$ cat config.mk
export PLATFORM = sky130hd
export DESIGN_NAME = standby_mode_sequencer_flat
export DESIGN_NICKNAME = d
export VERILOG_FILES = /design/src/rtl/standby_mode_sequencer_if.sv /design/src/rtl/standby_mode_sequencer.sv /design/src/flat_wrapper.sv
export SDC_FILE = /design/constraint.sdc
export NUM_CORES = 1
export LEC_CHECK = 0
export ABC_AREA = 1
export BUFFER_PORTS_ARGS = -buffer_cell sky130_fd_sc_hd__clkbuf_2
export CAP_MARGIN = 20
export CORE_ASPECT_RATIO = 1.75
export CORE_MARGIN = 8
export CORE_UTILIZATION = 30
export DETAILED_ROUTE_END_ITERATION = 8
export PLACE_DENSITY = 0.52
export SYNTH_ARGS = -nofsm -noshare
export SYNTH_HDL_FRONTEND = slang
export SYNTH_SLANG_ARGS = --single-unit
$ cat constraint.sdc
create_clock -name clk_i -period 4.9 [get_ports clk_i]
set_input_delay 0 -clock clk_i [delete_from_list [all_inputs] [get_ports clk_i]]
set_output_delay 0 -clock clk_i [all_outputs]
set_load 0.01 [all_outputs]
$ cat src/rtl/standby_mode_sequencer_if.sv
// Signal bundle between the CSR/controller side and the standby mode sequencer.
// The sequencer uses the slave modport; whoever drives the requests uses master.
interface standby_mode_sequencer_if;
    logic        enable_i;
    logic        mode_req_i;
    logic        scl_i;
    logic        sda_i;
    logic        bus_start_i;
    logic        bus_stop_i;
    logic        rx_inflight_i;
    logic [19:0] t_bus_free_i;

    logic        sel_i3c_o;
    logic        i2c_en_o;
    logic        i3c_en_o;
    logic        tti_gate_o;
    logic        switch_busy_o;
    logic        switch_done_o;
    logic        timeout_o;

    modport master (
        output enable_i, mode_req_i, scl_i, sda_i, bus_start_i, bus_stop_i,
               rx_inflight_i, t_bus_free_i,
        input  sel_i3c_o, i2c_en_o, i3c_en_o, tti_gate_o, switch_busy_o,
               switch_done_o, timeout_o
    );

    modport slave (
        input  enable_i, mode_req_i, scl_i, sda_i, bus_start_i, bus_stop_i,
               rx_inflight_i, t_bus_free_i,
        output sel_i3c_o, i2c_en_o, i3c_en_o, tti_gate_o, switch_busy_o,
               switch_done_o, timeout_o
    );
endinterface

$ cat src/rtl/standby_mode_sequencer.sv
// Commits I2C/I3C standby mode changes only once the bus is idle and TTI writes have drained.
// Define I3C_STANDBY_SWITCH_TIMEOUT_EN to force a switch after TimeoutCycles stuck in WAIT_IDLE.
module standby_mode_sequencer #(
    parameter logic [19:0] TimeoutCycles = 20'hFFFFF
) (
    input logic                     clk_i,
    input logic                     rst_ni,
    standby_mode_sequencer_if.slave bus
);

    typedef enum logic [2:0] {
        RUN,
        WAIT_IDLE,
        WAIT_FREE,
        DRAIN,
        SWAP
    } state_t;

    state_t      state_q, state_d;
    logic [19:0] free_cnt_q, free_cnt_d;
    logic        in_xfer_q;
    logic        sel_q, sel_d;
    logic        i2c_en_q, i3c_en_q, gate_q, busy_q, done_q;
    logic        req_match, bus_idle, line_busy, en_allowed;
    logic        timeout_hit, forced_entry;

    assign req_match    = (bus.mode_req_i == sel_q);
    assign bus_idle     = ~in_xfer_q & bus.scl_i & bus.sda_i;
    assign line_busy    = ~bus.scl_i | ~bus.sda_i | bus.bus_start_i;
    assign forced_entry = (state_q == WAIT_IDLE) & ~req_match & timeout_hit;

    // Cancellation wins over every other exit; a forced timeout wins over waiting for idle.
    always_comb begin
        state_d    = state_q;
        free_cnt_d = '0;
        unique case (state_q)
            RUN: begin
                if (!req_match) state_d = WAIT_IDLE;
            end
            WAIT_IDLE: begin
                if (req_match)        state_d = RUN;
                else if (timeout_hit) state_d = DRAIN;
                else if (bus_idle)    state_d = WAIT_FREE;
            end
            WAIT_FREE: begin
                if (req_match)                              state_d = RUN;
                else if (line_busy)                         state_d = WAIT_IDLE;
                else if (free_cnt_q >= bus.t_bus_free_i)    state_d = DRAIN;
                else if (free_cnt_q != 20'hFFFFF)           free_cnt_d = free_cnt_q + 20'd1;
                else                                        free_cnt_d = free_cnt_q;
            end
            DRAIN: begin
                if (!bus.rx_inflight_i) state_d = SWAP;
            end
            SWAP: begin
                state_d = RUN;
            end
            default: begin
                state_d = RUN;
            end
        endcase
    end

    // Outputs are registered from the next state so they line up with the state register.
    assign sel_d      = (state_q == SWAP) ? ~sel_q : sel_q;
    assign en_allowed = bus.enable_i & ((state_d == RUN) | (state_d == WAIT_IDLE) |
                                        (state_d == WAIT_FREE));

    always_ff @(posedge clk_i or negedge rst_ni) begin
        if (!rst_ni) begin
            state_q    <= RUN;
            free_cnt_q <= '0;
            in_xfer_q  <= 1'b0;
            sel_q      <= 1'b0;
            i2c_en_q   <= 1'b0;
            i3c_en_q   <= 1'b0;
            gate_q     <= 1'b0;
            busy_q     <= 1'b0;
            done_q     <= 1'b0;
        end else begin
            state_q    <= state_d;
            free_cnt_q <= free_cnt_d;
            in_xfer_q  <= bus.bus_start_i | (in_xfer_q & ~bus.bus_stop_i);
            sel_q      <= sel_d;
            i2c_en_q   <= en_allowed & ~sel_d;
            i3c_en_q   <= en_allowed & sel_d;
            gate_q     <= (state_d == DRAIN) | (state_d == SWAP);
            busy_q     <= (state_d != RUN);
            done_q     <= (state_d == SWAP);
        end
    end

`ifdef I3C_STANDBY_SWITCH_TIMEOUT_EN
    logic [19:0] wait_cnt_q;
    logic        forced_q, timeout_q;

    assign timeout_hit = (wait_cnt_q == TimeoutCycles);

    // The sticky flag survives the forced commit and clears on the next ordinary one.
    always_ff @(posedge clk_i or negedge rst_ni) begin
        if (!rst_ni) begin
            wait_cnt_q <= '0;
            forced_q   <= 1'b0;
            timeout_q  <= 1'b0;
        end else begin
            wait_cnt_q <= ((state_q == WAIT_IDLE) && (state_d == WAIT_IDLE)) ?
                          wait_cnt_q + 20'd1 : 20'd0;
            if (forced_entry) begin
                forced_q  <= 1'b1;
                timeout_q <= 1'b1;
            end else if (state_q == SWAP) begin
                forced_q <= 1'b0;
                if (!forced_q) timeout_q <= 1'b0;
            end
        end
    end

    assign bus.timeout_o = timeout_q;
`else
    logic unused_timeout;

    assign timeout_hit    = 1'b0;
    assign unused_timeout = ^{TimeoutCycles, forced_entry};
    assign bus.timeout_o  = 1'b0;
`endif

    assign bus.sel_i3c_o     = sel_q;
    assign bus.i2c_en_o      = i2c_en_q;
    assign bus.i3c_en_o      = i3c_en_q;
    assign bus.tti_gate_o    = gate_q;
    assign bus.switch_busy_o = busy_q;
    assign bus.switch_done_o = done_q;

endmodule

$ cat src/flat_wrapper.sv
// flat-port wrapper written by rule: the top's interface ports become plain ports
module standby_mode_sequencer_flat 
#(
    parameter logic [19:0] TimeoutCycles = 20'hFFFFF
)
  (clk_i, rst_ni, bus_enable_i, bus_mode_req_i, bus_scl_i, bus_sda_i, bus_bus_start_i, bus_bus_stop_i, bus_rx_inflight_i, bus_t_bus_free_i, bus_sel_i3c_o, bus_i2c_en_o, bus_i3c_en_o, bus_tti_gate_o, bus_switch_busy_o, bus_switch_done_o, bus_timeout_o);
  standby_mode_sequencer_if bus_i ();
  input logic clk_i;
  input logic rst_ni;
  input wire logic [$bits(bus_i.enable_i)-1:0] bus_enable_i;
  input wire logic [$bits(bus_i.mode_req_i)-1:0] bus_mode_req_i;
  input wire logic [$bits(bus_i.scl_i)-1:0] bus_scl_i;
  input wire logic [$bits(bus_i.sda_i)-1:0] bus_sda_i;
  input wire logic [$bits(bus_i.bus_start_i)-1:0] bus_bus_start_i;
  input wire logic [$bits(bus_i.bus_stop_i)-1:0] bus_bus_stop_i;
  input wire logic [$bits(bus_i.rx_inflight_i)-1:0] bus_rx_inflight_i;
  input wire logic [$bits(bus_i.t_bus_free_i)-1:0] bus_t_bus_free_i;
  output wire logic [$bits(bus_i.sel_i3c_o)-1:0] bus_sel_i3c_o;
  output wire logic [$bits(bus_i.i2c_en_o)-1:0] bus_i2c_en_o;
  output wire logic [$bits(bus_i.i3c_en_o)-1:0] bus_i3c_en_o;
  output wire logic [$bits(bus_i.tti_gate_o)-1:0] bus_tti_gate_o;
  output wire logic [$bits(bus_i.switch_busy_o)-1:0] bus_switch_busy_o;
  output wire logic [$bits(bus_i.switch_done_o)-1:0] bus_switch_done_o;
  output wire logic [$bits(bus_i.timeout_o)-1:0] bus_timeout_o;
  assign bus_i.enable_i = bus_enable_i;
  assign bus_i.mode_req_i = bus_mode_req_i;
  assign bus_i.scl_i = bus_scl_i;
  assign bus_i.sda_i = bus_sda_i;
  assign bus_i.bus_start_i = bus_bus_start_i;
  assign bus_i.bus_stop_i = bus_bus_stop_i;
  assign bus_i.rx_inflight_i = bus_rx_inflight_i;
  assign bus_i.t_bus_free_i = bus_t_bus_free_i;
  assign bus_sel_i3c_o = bus_i.sel_i3c_o;
  assign bus_i2c_en_o = bus_i.i2c_en_o;
  assign bus_i3c_en_o = bus_i.i3c_en_o;
  assign bus_tti_gate_o = bus_i.tti_gate_o;
  assign bus_switch_busy_o = bus_i.switch_busy_o;
  assign bus_switch_done_o = bus_i.switch_done_o;
  assign bus_timeout_o = bus_i.timeout_o;
  standby_mode_sequencer #(.TimeoutCycles(TimeoutCycles)) u_core (.clk_i(clk_i), .rst_ni(rst_ni), .bus(bus_i));
endmodule
* Word level (Yosys, flattened, before mapping)
Index checks and enable logic that the tools add are counted.
** Word-level totals
- Register bits :: 30
- Bits of input ports :: 29
- Output and inout bits :: 7
- Word-level logic and storage cells :: 57
** Cells by class
- $add $sub $neg :: 1
- $lt $le $gt $ge :: 1
- Equality and inequality tests :: 11
- Mux-type cells :: 14
- Bitwise logic cells :: 18
- Reduce and logical (&&, ||, !) cells :: 3
** Operators by type and width (number)
- $mux W20 :: 5
- $mux W3 :: 7
- $add A20 B1 Y20 const B :: 1
- $ge A20 B20 Y1 :: 1
- $ne A20 B20 Y1 const B :: 1
- $eq A3 B2 Y1 const B :: 4
- $pmux W3 S4 :: 1
- $and A1 B1 Y1 :: 6
- $eq A3 B1 Y1 const B :: 2
- $eq A3 B3 Y1 const B :: 2
- $logic_not A3 Y1 :: 2
- $not A1 Y1 :: 6
- $or A1 B1 Y1 :: 6
- $ne A5 B1 Y1 const B :: 1
- $reduce_bool A3 Y1 :: 1
- $eq A1 B1 Y1 :: 1
- $mux W1 :: 1

* Longest topological paths before layout
- Depth in word-level cells :: 11
- Mapped depth :: 17
- Depth with buffers taken out :: 17

* Worst setup path before layout
Ideal clock, no wire load.
- Kind :: flip-flop to flip-flop
- From :: reg u_core.free_cnt_q[13]
- To :: reg u_core.free_cnt_q[13]
- Library setup time :: 0.128 ns
- Arrival :: 1.717 ns
- Data required time :: 4.772 ns
- Slack :: 3.055 ns
- Stages on the path, launching flop included :: 14
- Buffers on the path :: 0
- Period minus slack after synthesis :: 1.845 ns
- Cell sequence :: dfrtp_1 > ha_1 > nand2_1 > nand2_1 > nand2_1 > nand2_1 > nand2_1 > nand2_1 > a21oi_1 > nand3_1 > inv_2 > nand2_1 > a21oi_1 > nor2_1
** On the way
- Word-level cells in the longest chain between the ends :: 6
- Elaborated cells on any way between the ends :: 9
- Classes of those cells :: add/sub (1); order compare (1); eq/ne (2); mux (5)
** RTL lines
- start, declared :: RTL line standby_mode_sequencer.sv:20 : logic [19:0] free_cnt_q, free_cnt_d;
- start signal, assigned :: RTL line standby_mode_sequencer.sv:82 : free_cnt_q <= free_cnt_d;
- $add A20 B1 Y20 :: RTL line standby_mode_sequencer.sv:49 : else if (free_cnt_q != 20'hFFFFF) free_cnt_d = free_cnt_q + 20'd1;
- $mux W20 :: RTL line standby_mode_sequencer.sv:49
- $mux W20 :: RTL line standby_mode_sequencer.sv:48 : else if (free_cnt_q >= bus.t_bus_free_i) state_d = DRAIN;
- $mux W20 :: RTL line standby_mode_sequencer.sv:47 : else if (line_busy) state_d = WAIT_IDLE;
- $mux W20 :: RTL line standby_mode_sequencer.sv:46 : if (req_match) state_d = RUN;
- $mux W20 :: RTL line standby_mode_sequencer.sv:36 : unique case (state_q)
Parallel ways exist; a longest one is shown, timed or not. The select of a mux whose other input is x is not followed.
A chain may end at the register's enable or synchronous reset.

* Final worst setup path
Same ends and word-level chain as after synthesis.

==> results by group <==
Outcome
  • Status: complete, no violations

Place
  • Pre-CTS setup slack: between 2 and 2.5 ns
  • Port Buffer Count: 34
  • Placed Area: approximately 0.0025 sq mm
  • DP HPWL: 4.65 mm
  • Inst Count DP: 419
  • Final Wtd Congestion: roughly 0.86

Routing
  • DR vias: 2049
  • DRC errors left: 0
  • Post-Route WL: 5.70 mm
  • Post-DRT Antenna Nets: 0
  • DR iter-0 viols: 124
  • DRT Pass-1 Iters: 4
  • Routed len/inst: ~13 microns
  • Vias/cell: 4.75

Global routing
  • Met3 Resource Use GR: 0.0213
  • Global routing's busiest layer: met2
  • First-pass GRT wire length: between 9 and 10 mm
  • Number of global-route vias before repair: between 2000 and 2500
  • Met2 usage: 0.209
  • Grt total ovfl: 0
  • Global-route usage over all layers: 0.120
  • Largest net degree at the start of global routing: 31
  • Initial antenna violation count: 0
  • M1 GR Usage: 0.125

Clock network
  • Root Driver: clkbuf_16
  • Worst-path clk slew: around 0.050 ns
  • Post_cts resized: 0
  • Skew-Pair Late Insertion Delay: between 0.2 and 0.3 ns
  • CTS Buf Count: 5
  • Sink Count: 30
  • Post-CTS Repair Setup Buffers: 0
  • Clk buf depth: 2
  • TritonCTS clock tree: built
  • H-Tree Depth: 2

Timing
  • Max frequency: 390 MHz
  • Period utilization: 0.523
  • Max Slew Vio Count: 0
  • Slew @ Worst Pin: ~0.77 ns
  • Final Hold Fails: 0
  • Final setup viols: 0
  • Clock Skew: between 0.005 and 0.006 ns
  • Setup TNS: 0 ns
  • Final setup margin: 2.34 ns
  • RSZ-0062 raised after global routing: false
  • Rel. slew slack: 0.486
  • Hold WS: around 0.038 ns
  • Final period demand of the worst path: about 2.6 ns

Die
  • Core footprint: 0.00718 sq mm
  • # rows: between 40 and 50
  • Die X: just over 80 microns
  • Starting density of the core: 0.310
  • Die height: around 130 microns
  • Die footprint: 0.0105 sq mm
  • IO Pins: 36

Yosys
  • Synth Area in Compound Gates: 0.0962
  • Post-synthesis cell count: about 300
  • Yosys warns: 0
  • Syn_area_per_cell: 7.39 sq um
  • Part of the Yosys area used for sequential elements: 0.338
  • Async S/R FF share, synth: 1.00
  • Syn Nets: about 350
  • Multiplexer share of the synthesized area: 0
  • Synth Area in XOR/XNOR: 0.0158
  • Post-synth cell types: 39
  • Synth Cell Area: around 0.0022 sq mm
  • Adder-Cell Fraction of Synth Area: 0.118
  • Synth Area in Simple Gates: 0.321
  • Largest cells by area after synthesis: dfrtp_1 34%, ha_1 12%, nand2_1 11%
  • Seq cells post-synth: 30
  • Top_reg_cell synth: dfrtp_1
  • Main combinational cell family by area after synthesis: simple AND/OR/NAND/NOR gates
  • Synth area leader: dfrtp_1
  • Post-synth EDFFs: 0
  • Yosys top cell area share: 0.338

Power and ir drop
  • Worst IR Drop VDD: roughly 0.21 mV
  • Total power draw: 0.683 mW
  • Leakage: around 1.4 nW
  • Pwr dens: 255 mW/mm^2

Layout
  • Layout Nets: ~400
  • Layout area overhead: 20.4%
  • Fillers: between 800 and 900
  • Layout cell share with drive strength beyond 1: 0.157
  • Inserted Diodes: 0
  • Layout Utilization: 0.373
  • Final Non-Filler Cells: between 400 and 500
  • Area of the multi-input gates: around 0.0012 sq mm
  • Fin area: between 0.002 and 0.003 sq mm
  • Register Area: roughly 750 sq um

Critical path
  • WS Path Type: reg2reg
  • CP max FO: 11
  • Slowest library cell on the worst path: dfrtp_1
  • Cell chain of the critical path: ha_1, nand2_1, nand2_1, nand2_1, nand2_1, nand2_1, nand2_1, a21oi_1, nand3_1, inv_2, nand2_1, a21oi_1, nor2_1
  • Most used cell, CP: nand2_1
  • CP Launch Type: register
  • Worst Path Required: a little over 5 ns
  • CP Capture Type: register
  • Largest stage delay, worst path: around 0.53 ns
  • Worst Path Arrival: approximately 2.7 ns

Worst hold path
  • Min-delay worst type: in2reg

Flow run
  • MaxCap Viol Count: 0
state kept, by name, summed over array words and instances (netlist names):
signal / cells
u_core.bus.i2c_en_o: 1
u_core.bus.i3c_en_o: 1
u_core.bus.sel_i3c_o: 1
u_core.bus.switch_busy_o: 1
u_core.bus.switch_done_o: 1
u_core.bus.tti_gate_o: 1
u_core.free_cnt_q: 20
u_core.in_xfer_q: 1
u_core.state_q: 3
power breakdown:
part           switching (mW)  leakage, nW  internal, mW
sequential             0.0105        0.408         0.266
clock                   0.112       0.0739         0.201
combinational          0.0550        0.951        0.0385
total                   0.177         1.43         0.505
metal layers:
metal,routed length [microns],share of wire,vias to the layer above
li1,-,-,1060
met1,2220,0.39,938
met2,3050,0.53,38
met3,179,0.031,13
met4,252,0.044,0
met5,0,0,-
cell families (layout without fill, tap and decap cells):
family                     count (synthesis)  after routing
and+or+nand+nor                          148            148
buffers and inverters                     63            107
AOI/OAI and AO/OA                         34             34
DFF                                       30             30
adders and majority gates                 21             21
xor gates and xnor gates                   4              4
other                                      1              1
cell type report:
type / instances / share of cell area
sequential: 30 / 0.281
timing repair buffer: 38 / 0.0785
clock inverter: 1 / 0.00187
clock buffer: 7 / 0.0533
multi-input combinational: 208 / 0.459
tap: 86 / 0.0402
inverter: 61 / 0.0865
synth_stat cells (2+ instances only):
library cell	n
nand4_1	10
o21ai_0	7
nand3_1	15
o21bai_1	2
nor2_2	3
o31ai_1	2
nand2_1	65
nor2_1	34
a211oi_1	2
a21oi_1	12
dfrtp_1	30
a21o_1	3
nand3b_1	2
nor3_1	6
ha_1	21
inv_1	59
xnor2_1	3
nor4_1	4
final timing paths:
check | start | end | slack (ns) | cells past startpoint
max | u_core.free_cnt_q[13]$_DFFE_PN0P_ | u_core.free_cnt_q[13]$_DFFE_PN0P_ | 2.34 | 13
min | bus_enable_i | u_core.bus.i3c_en_o$_DFF_PN0_ | 0.04 | 5
max reg2reg | u_core.free_cnt_q[13]$_DFFE_PN0P_ | u_core.free_cnt_q[13]$_DFFE_PN0P_ | 2.34 | 13
min reg2reg | u_core.bus.sel_i3c_o$_DFF_PN0_ | u_core.bus.sel_i3c_o$_DFF_PN0_ | 0.58 | 1
max in group asynchronous | rst_ni | u_core.free_cnt_q[8]$_DFFE_PN0P_ | 4.08 | 2
min in group asynchronous | rst_ni | u_core.free_cnt_q[14]$_DFFE_PN0P_ | 0.34 | 2
critical path, delay by kind of cell (launching register included):
| kind | cells | cell delay (ns) |
|---|---|---|
| flops | 1 | 0.53 |
| simple gates | 9 | 0.96 |
| fa+ha+maj | 1 | 0.31 |
| compound gates | 2 | 0.38 |
| buf+inv | 1 | 0.28 |
what timing repair did:
| item | in CTS | in global routing |
|---|---|---|
| endpoints found under the setup margin | 0 | 0 |
| endpoints found under the hold margin | 33 | 0 |
| hold buffers | 4 | 0 |
cell usage in the layout (no fill, tap or decap), drive strengths merged:
cell / n
xor2: 1
nor2b: 1
a41oi: 1
nor4: 5
and3: 1
clkinv: 1
o21bai: 2
dfrtp: 30
clkbuf: 41
dlygate4sd3: 4
nand3b: 2
a21boi: 1
o31ai: 2
ha: 21
inv: 61
nor3b: 1
a31oi: 2
xnor2: 3
nand4: 11
a21oi: 12
nor2: 38
conb: 1
o21a: 1
nor3: 8
a21o: 3
nand2: 65
a211oi: 2
o41ai: 1
o21ai: 7
nand3: 16
Note: power is estimated with default switching activity, not from simulation.
